`config.mk`:
```
export PLATFORM = sky130hd
export DESIGN_NAME = copy_array_restore
export DESIGN_NICKNAME = d
export VERILOG_FILES = /design/src/rtl/copy_array_restore.sv
export SDC_FILE = /design/constraint.sdc
export NUM_CORES = 1
export LEC_CHECK = 0
export BUFFER_PORTS_ARGS = -buffer_cell sky130_fd_sc_hd__buf_2
export CAP_MARGIN = 20
export CORE_UTILIZATION = 53
export CTS_CLUSTER_SIZE = 30
export DETAILED_ROUTE_END_ITERATION = 10
export GPL_TIMING_DRIVEN = 1
export PLACE_DENSITY = 0.77
export RECOVER_POWER = 25
export SKIP_LAST_GASP = 1
export SLEW_MARGIN = 20
export SYNTH_ARGS = -nofsm -noshare
export SYNTH_HDL_FRONTEND = slang
export SYNTH_SLANG_ARGS = --single-unit
```
`constraint.sdc`:
```
create_clock -name Clk -period 2.4 [get_ports Clk]
set_clock_uncertainty 0.1 [all_clocks]
set_input_delay 0.48 -clock Clk [delete_from_list [all_inputs] [get_ports Clk]]
set_output_delay 0.48 -clock Clk [all_outputs]
set_load 0.005 [all_outputs]
```
`src/rtl/copy_array_restore.sv`:
```
// Restores a chunk-split array: copies N[K..9] then N[0..K-1] into M, where K is
// the first index whose bit 3 is clear (10 if every element has bit 3 set).
module copy_array_restore #(
    parameter logic [3:0] LAST = 4'd9
) (
    input  logic       Clk,
    input  logic       Reset,
    input  logic       Start,
    input  logic       Ack,
    input  logic [3:0] Ns_of_J,
    output logic [3:0] J,
    output logic [3:0] I,
    output logic       Ms_of_I_Write,
    output logic       Done
);

    typedef enum logic [2:0] {
        INI  = 3'd0,
        SCAN = 3'd1,
        CP0  = 3'd2,
        CP1  = 3'd3,
        DONE = 3'd4
    } state_t;

    state_t     state_q, state_d;
    logic [3:0] i_q, i_d;
    logic [3:0] j_q, j_d;
    logic [3:0] k_q, k_d;

    // NOTE: state registers use non-blocking assignments so every flop samples
    // the pre-edge values of the others, independent of block ordering.
    always_ff @(posedge Clk) begin
        if (Reset) begin
            state_q <= INI;
            i_q     <= 4'd0;
            j_q     <= 4'd0;
            k_q     <= 4'd0;
        end else begin
            state_q <= state_d;
            i_q     <= i_d;
            j_q     <= j_d;
            k_q     <= k_d;
        end
    end

    // NOTE: every next-state signal gets a hold default first so no path through
    // the case statement can leave one unassigned and infer a latch.
    always_comb begin
        state_d = state_q;
        i_d     = i_q;
        j_d     = j_q;
        k_d     = k_q;
        case (state_q)
            INI: begin
                i_d = 4'd0;
                j_d = 4'd0;
                if (Start) state_d = SCAN;
            end
            SCAN: begin
                if (!Ns_of_J[3]) begin
                    k_d     = j_q;
                    state_d = CP0;
                end else if (j_q == LAST) begin
                    k_d     = 4'd10;
                    j_d     = 4'd0;
                    state_d = CP1;
                end else begin
                    j_d = j_q + 4'd1;
                end
            end
            CP0: begin
                i_d = i_q + 4'd1;
                if (j_q == LAST) begin
                    if (k_q == 4'd0) begin
                        state_d = DONE;
                    end else begin
                        j_d     = 4'd0;
                        state_d = CP1;
                    end
                end else begin
                    j_d = j_q + 4'd1;
                end
            end
            CP1: begin
                i_d = i_q + 4'd1;
                // CP1 is never entered with K=0, so K-1 cannot wrap here.
                if (j_q == (k_q - 4'd1)) state_d = DONE;
                else                     j_d = j_q + 4'd1;
            end
            DONE: begin
                if (Ack) state_d = INI;
            end
            default: state_d = INI;
        endcase
    end

    always_comb begin
        Ms_of_I_Write = 1'b0;
        Done          = 1'b0;
        case (state_q)
            CP0, CP1: Ms_of_I_Write = 1'b1;
            DONE:     Done          = 1'b1;
            default:  ;
        endcase
    end

    assign I = i_q;
    assign J = j_q;

endmodule

```
==> results.ini, run 1 <==
[outcome]
outcome=finished clean

[global_routing]
grt_antenna_before_repair=0
grt_pass1_vias=744
grt_first_pass_wirelength_mm=3.180
grt.total_usage=0.2254
grt-ovfl-total=0
grt_max_degree=16

[worst_setup_path]
r2r-start=k_q[0]
rr_worst_depth=7
endpoint_kind=flop
critPathLaunchType=flop
arrival_ns=2.11
crit_type=flop to flop
path_max_fanout=4
reg2reg_slack_ns=0.37
cp.required_ns=2.47
r2r_end=J[1]

[sta]
tns_ns=0
grt_setup_unrepaired=no
timing.hold.ws_ns=0.3847
fmax_mhz=492.2
relSlewSlack=0.6831
tightest_slew_ns=0.4747
hold_viol_final=0
setup_violations=0
period_needed_ns=2.032
slew_violations=0
period_share=0.8465

[logic_synthesis]
yosysWarnings=0
synth-edff-count=0
synthArstFlopShare=0
synth_nets=125
synth-seq-cells=15
synth.distinct_cells=40
syn_area_per_cell_sq_um=8.434
ys_seq_area_frac=0.3179
synth_top_area_frac=0.3179
yosys.area.top_type=dfxtp_1
synth_ff_type=dfxtp_1
synthCells=112
synth_area_sq_um=944.7
synth.area.top_cells=dfxtp_1 32%, nor2_1 7.5%, ha_1 6.6%

[drt]
dr.pass1.iters=6
via_per_inst=5.792
wl_per_cell_microns=12.92
drc_errors=0
drt_iter0_markers=8
vias=834
wl_mm=1.860
ant_nets=0

[clock_network]
insertion_delay_ns=0.28
path_clk_slew_ns=0.10
root_buffer=clkbuf_4
ctsHtreeMaxLevel=1
postCtsResizedCells=0
cts_sinks=15
holdBufCountCts=0
cts_buffers=3
cts_tree=built
post_cts_buffers=0
clockBufferDepth=2

[hold_path]
holdPathStages=3
min_path_type=input pin to flop
worstHoldStart=Ack
holdPathEnd=state_q[2]

[pwr]
p_leak_nw=0.4887
ir_drop_v=0.0004571
powerDensity_nw_per_um2=803.4
total_power_w=0.0008494

[final_layout]
final_nets=142
antenna_cells=0
areaGrowthSynthToFinish_pct=11.92
drive_above_1_share=0.1797

[placement]
port_buffers=14
gp_congestion=0.8910
dp_hpwl_mm=1.434

[floorplanning]
ios=18
dieArea_sq_um=1955
core-area_sq_um=1577
die_w_microns=44.22
core.rowCount=14
die_h_microns=44.22
start_util=0.5992

[flow_run]
maxCapViolations=0

[layout make-up]
cell class	instances	area [sq um]
clock buffers	4	26.28
inverters	6	22.52
well taps	16	20.02
multi-input cells	87	603.1
flip-flops and latches	15	300.3
repair buffers	16	85.08
fillers	140	519.2
[cell usage after synthesis (all sizes together) (2+ instances only)]
cell type,instances
a21o,2
a22oi,5
and3,2
buf,3
dfxtp,15
ha,5
inv,6
mux2,3
mux2i,3
nand2,5
nand2b,5
nand3,4
nand3b,2
nand4,2
nor2,19
nor2b,2
nor3,5
nor3b,2
o21ai,3
or3,2
xnor2,3
[critical path, cell delays in order, from the launching register on]
cell	delay, ns
dfxtp_1	0.39
inv_1	0.09
ha_1	0.31
xnor2_1	0.14
nor3_2	0.24
nand4_2	0.20
nand3_2	0.15
mux2_1	0.33
[report_power, final]
group	internal, W	switching (W)	total, W
Sequential	0.000289	0.0000822	0.000372
Clock	0.0000643	0.0000768	0.000141
Combinational	0.000159	0.000177	0.000337
Total	0.000513	0.000336	0.000849
[sequential cells by signal, indices dropped and copies added, names as in the netlist]
register and cells:
J 4, state_q 3, k_q 4, I 4
[through the flow]
step	setup WS, ns	cell area [sq um]	instances	util
floorplan	0.5602	944.7	112	-
global placement	0.4325	1031	140	0.6540
detailed placement	0.3511	1031	140	0.6540
CTS	0.3504	1057	144	0.6706
global route	0.2641	1057	144	0.6706
finish	0.3685	1057	144	0.6706
[placed cells by master, fill, tap and decap left out, drive strengths merged, types with 5 or more instances in the layout]
cell | netlist | final
nand2 | 5 | 5
a22oi | 5 | 5
ha | 5 | 5
buf | 3 | 16
dfxtp | 15 | 15
nor2 | 19 | 19
nand2b | 5 | 5
inv | 6 | 6
nor3 | 5 | 5
[worst max path at each step]
| stage | start | endpoint | depth (start not counted) |
|---|---|---|---|
| 2_1_floorplan | J[2] | J[0] | 5 |
| 5_1_grt | J[0] | J[0] | 6 |
| 3_5_place_dp | k_q[0] | J[1] | 7 |
| 6_report | k_q[0] | J[1] | 7 |
| 3_3_place_gp | k_q[0] | J[1] | 7 |
| 4_1_cts | k_q[0] | J[1] | 7 |
[per-layer routing]
| layer | up-vias | part of all wire | track usage |
|---|---|---|---|
| li1 | 428 | - | - |
| met1 | 378 | 0.47 | 0.2987 |
| met2 | 26 | 0.48 | 0.3471 |
| met3 | 2 | 0.045 | 0.04898 |
| met4 | 0 | 0.0070 | 0.1091 |
| met5 | - | 0 | 0 |
[kinds of logic (layout without fill, tap and decap cells)]
kind of cell	after synthesis	after routing	share of synthesized area
buffers and inverters	10	26	0.04370
adder cells (fa/ha/maj)	6	6	0.07682
AND/OR/NAND/NOR	51	51	0.2874
AO/OA/AOI/OAI	19	19	0.1444
XOR/XNOR	5	5	0.06226
multiplexers	6	6	0.06755
flip-flops	15	15	0.3179
No activity file was read; power rests on OpenSTA's default activity.
==> run 2, diff against run 1 <==
==> constraint.sdc (replaced) <==
create_clock -name Clk -period 2 [get_ports Clk]
set_clock_uncertainty 0.1 [all_clocks]
set_input_delay 0.4 -clock Clk [delete_from_list [all_inputs] [get_ports Clk]]
set_output_delay 0.4 -clock Clk [all_outputs]
set_load 0.005 [all_outputs]
==> run 2 against run 1 <==
- sequential share of layout area fell by 1.5 points
- final cell count rose by 5.6%
- global-route usage rose by 1.6 points
- worst hold slack got worse by 0.065 ns
- sequential power rose by 15%
==> results.ini, run 2 (same netlist as run 1, synthesis figures left out) <==
[global_routing]
grt-ovfl-total=0  ; unchanged
grt_max_degree=16  ; unchanged
grt.total_usage=0.2413  ; +0.01587
grt_first_pass_wirelength_mm=3.443  ; +8.3%
grt_antenna_before_repair=0  ; unchanged
grt_pass1_vias=849  ; +14%

[floorplanning]
die_h_microns=44.22  ; unchanged
start_util=0.5992  ; unchanged
die_w_microns=44.22  ; unchanged
dieArea_sq_um=1955  ; unchanged
core-area_sq_um=1577  ; unchanged
core.rowCount=14  ; unchanged
ios=18  ; unchanged

[drt]
drc_errors=0  ; unchanged
dr.pass1.iters=6  ; unchanged
ant_nets=0  ; unchanged
drt_iter0_markers=26  ; +18
wl_mm=2.099  ; +13%
vias=903  ; +8.3%
wl_per_cell_microns=13.81  ; +6.9%
via_per_inst=5.941  ; +2.6%

[sta]
slew_violations=0  ; unchanged
relSlewSlack=0.6852  ; +0.002046
period_needed_ns=1.898  ; -0.1333 ns
tightest_slew_ns=0.4661  ; -0.008518 ns
hold_viol_final=0  ; unchanged
period_share=0.9491  ; +0.1026
fmax_mhz=526.8  ; +7.0%
tns_ns=0  ; unchanged
setup_violations=0  ; unchanged

[pwr]
p_leak_nw=0.5145  ; +5.3%
ir_drop_v=0.0006043  ; +32%
total_power_w=0.001063  ; +25%
powerDensity_nw_per_um2=953.6  ; +19%

[clock_network]
ctsHtreeMaxLevel=1  ; unchanged
root_buffer=clkbuf_4
path_clk_slew_ns=0.10  ; about the same
cts_sinks=15  ; unchanged
cts_tree=built
cts_buffers=3  ; unchanged
clockBufferDepth=2  ; unchanged
insertion_delay_ns=0.29  ; about the same

[final_layout]
layout_common_cells=19 x nor2_1, 15 x dfxtp_1, 11 x buf_2
antenna_cells=0  ; unchanged
final_cell_count_no_fill=152  ; +5.6%
final_nets=150  ; +5.6%
drive_above_1_share=0.2206  ; +0.04090
fin_area_sq_um=1115  ; +5.4%
final_common_cell=nor2_1
areaGrowthSynthToFinish_pct=18.01
fin_util=0.7071  ; +0.03651

[worst_setup_path]
crit_type=flop to flop
path_max_fanout=2  ; -2
r2r_end=J[1]
cp.required_ns=2.09  ; -0.38 ns
arrival_ns=1.99  ; -0.12 ns
slowest_stage=dfxtp_1
reg2reg_slack_ns=0.10  ; -0.27 ns
r2r-start=k_q[0]
endpoint_kind=flop
cpPeakStageDelay_ns=0.34  ; -0.05 ns
rr_worst_depth=7  ; unchanged
cp_cell_sequence=inv_1, ha_1, xnor2_1, nor3_2, nand4_2, nand3_2, mux2_1
critPathLaunchType=flop

[placement]
post_dp_cell_area_sq_um=1076  ; +4.4%
gp_congestion=0.8385  ; -5.9%
dp_hpwl_mm=1.563  ; +9.0%
placed_cells=146  ; +4.3%
port_buffers=14  ; unchanged

[flow_run]
maxCapViolations=0  ; unchanged

[hold_path]
holdPathEnd=state_q[2]
min_path_type=input pin to flop
worstHoldStart=Ack
holdPathStages=3  ; unchanged

[outcome]
outcome=finished clean

-- run 2: cell types whose count changed in the layout (fill, tap and decap cells not counted), sizes merged --
| cell | delta |
|---|---|
| buf | +5 |
| clkbuf | +2 |
| clkinv | +1 |
-- run 2: layout make-up --
cell class              count  area [sq um]
multi-input cells          87         603.1
clock buffers               3         22.52
clock inverters             1         5.005
fillers                   133         461.7
well taps                  16         20.02
repair buffers             24         141.4
inverters                   6         22.52
flip-flops and latches     15         300.3
-- run 2: how the worst max path moves through the flow --
stage               slack, ns   start  endpoint
detailed placement       0.11    J[1]      J[1]
CTS                      0.08    J[1]      J[1]
global placement         0.15    J[1]      J[1]
finish                   0.10  k_q[0]      J[1]
floorplan                0.16    J[2]      J[0]
global route           -0.009  k_q[1]      J[1]
-- run 2: routing by layer --
| metal | routed length, microns | GRT usage | vias up |
|---|---|---|---|
| li1 | - | - | 446 |
| met1 | 938 | 0.2908 | 426 |
| met2 | 1038 | 0.4147 | 29 |
| met3 | 106 | 0.04082 | 2 |
| met4 | 16 | 0.1152 | 0 |
| met5 | 0 | 0 | - |
-- run 2: timing repair --
action                     in CTS  in global routing
setup endpoints to repair       0                  3
gates resized for setup         0                  0
buffers inserted                0                  2
hold buffers                    0                  0
-- run 2: critical path: cells and delay by family (launching register included) --
kind                       cells  cell delay (ns)
and+or+nand+nor                3             0.52
xor gates and xnor gates       1             0.14
muxes                          1             0.32
DFF                            1             0.34
buffers and inverters          1             0.07
adders and majority gates      1             0.31
-- run 2: through the flow --
stage	hold WS (ns)	worst slack, ns
after CTS	0.3030	0.08175
after global placement	0.3722	0.1527
after floorplan	0.3594	0.1602
after global routing	0.3371	-0.009103
after detailed placement	0.3903	0.1054
final	0.3198	0.1018
-- run 2: where the power goes --
| part | leakage (nW) | internal, W | switching (W) | total (W) |
|---|---|---|---|---|
| Clock | 0.0177 | 0.0000745 | 0.000110 | 0.000184 |
| Combinational | 0.375 | 0.000210 | 0.000242 | 0.000452 |
| Sequential | 0.122 | 0.000347 | 0.0000797 | 0.000427 |
| Total | 0.515 | 0.000631 | 0.000432 | 0.00106 |
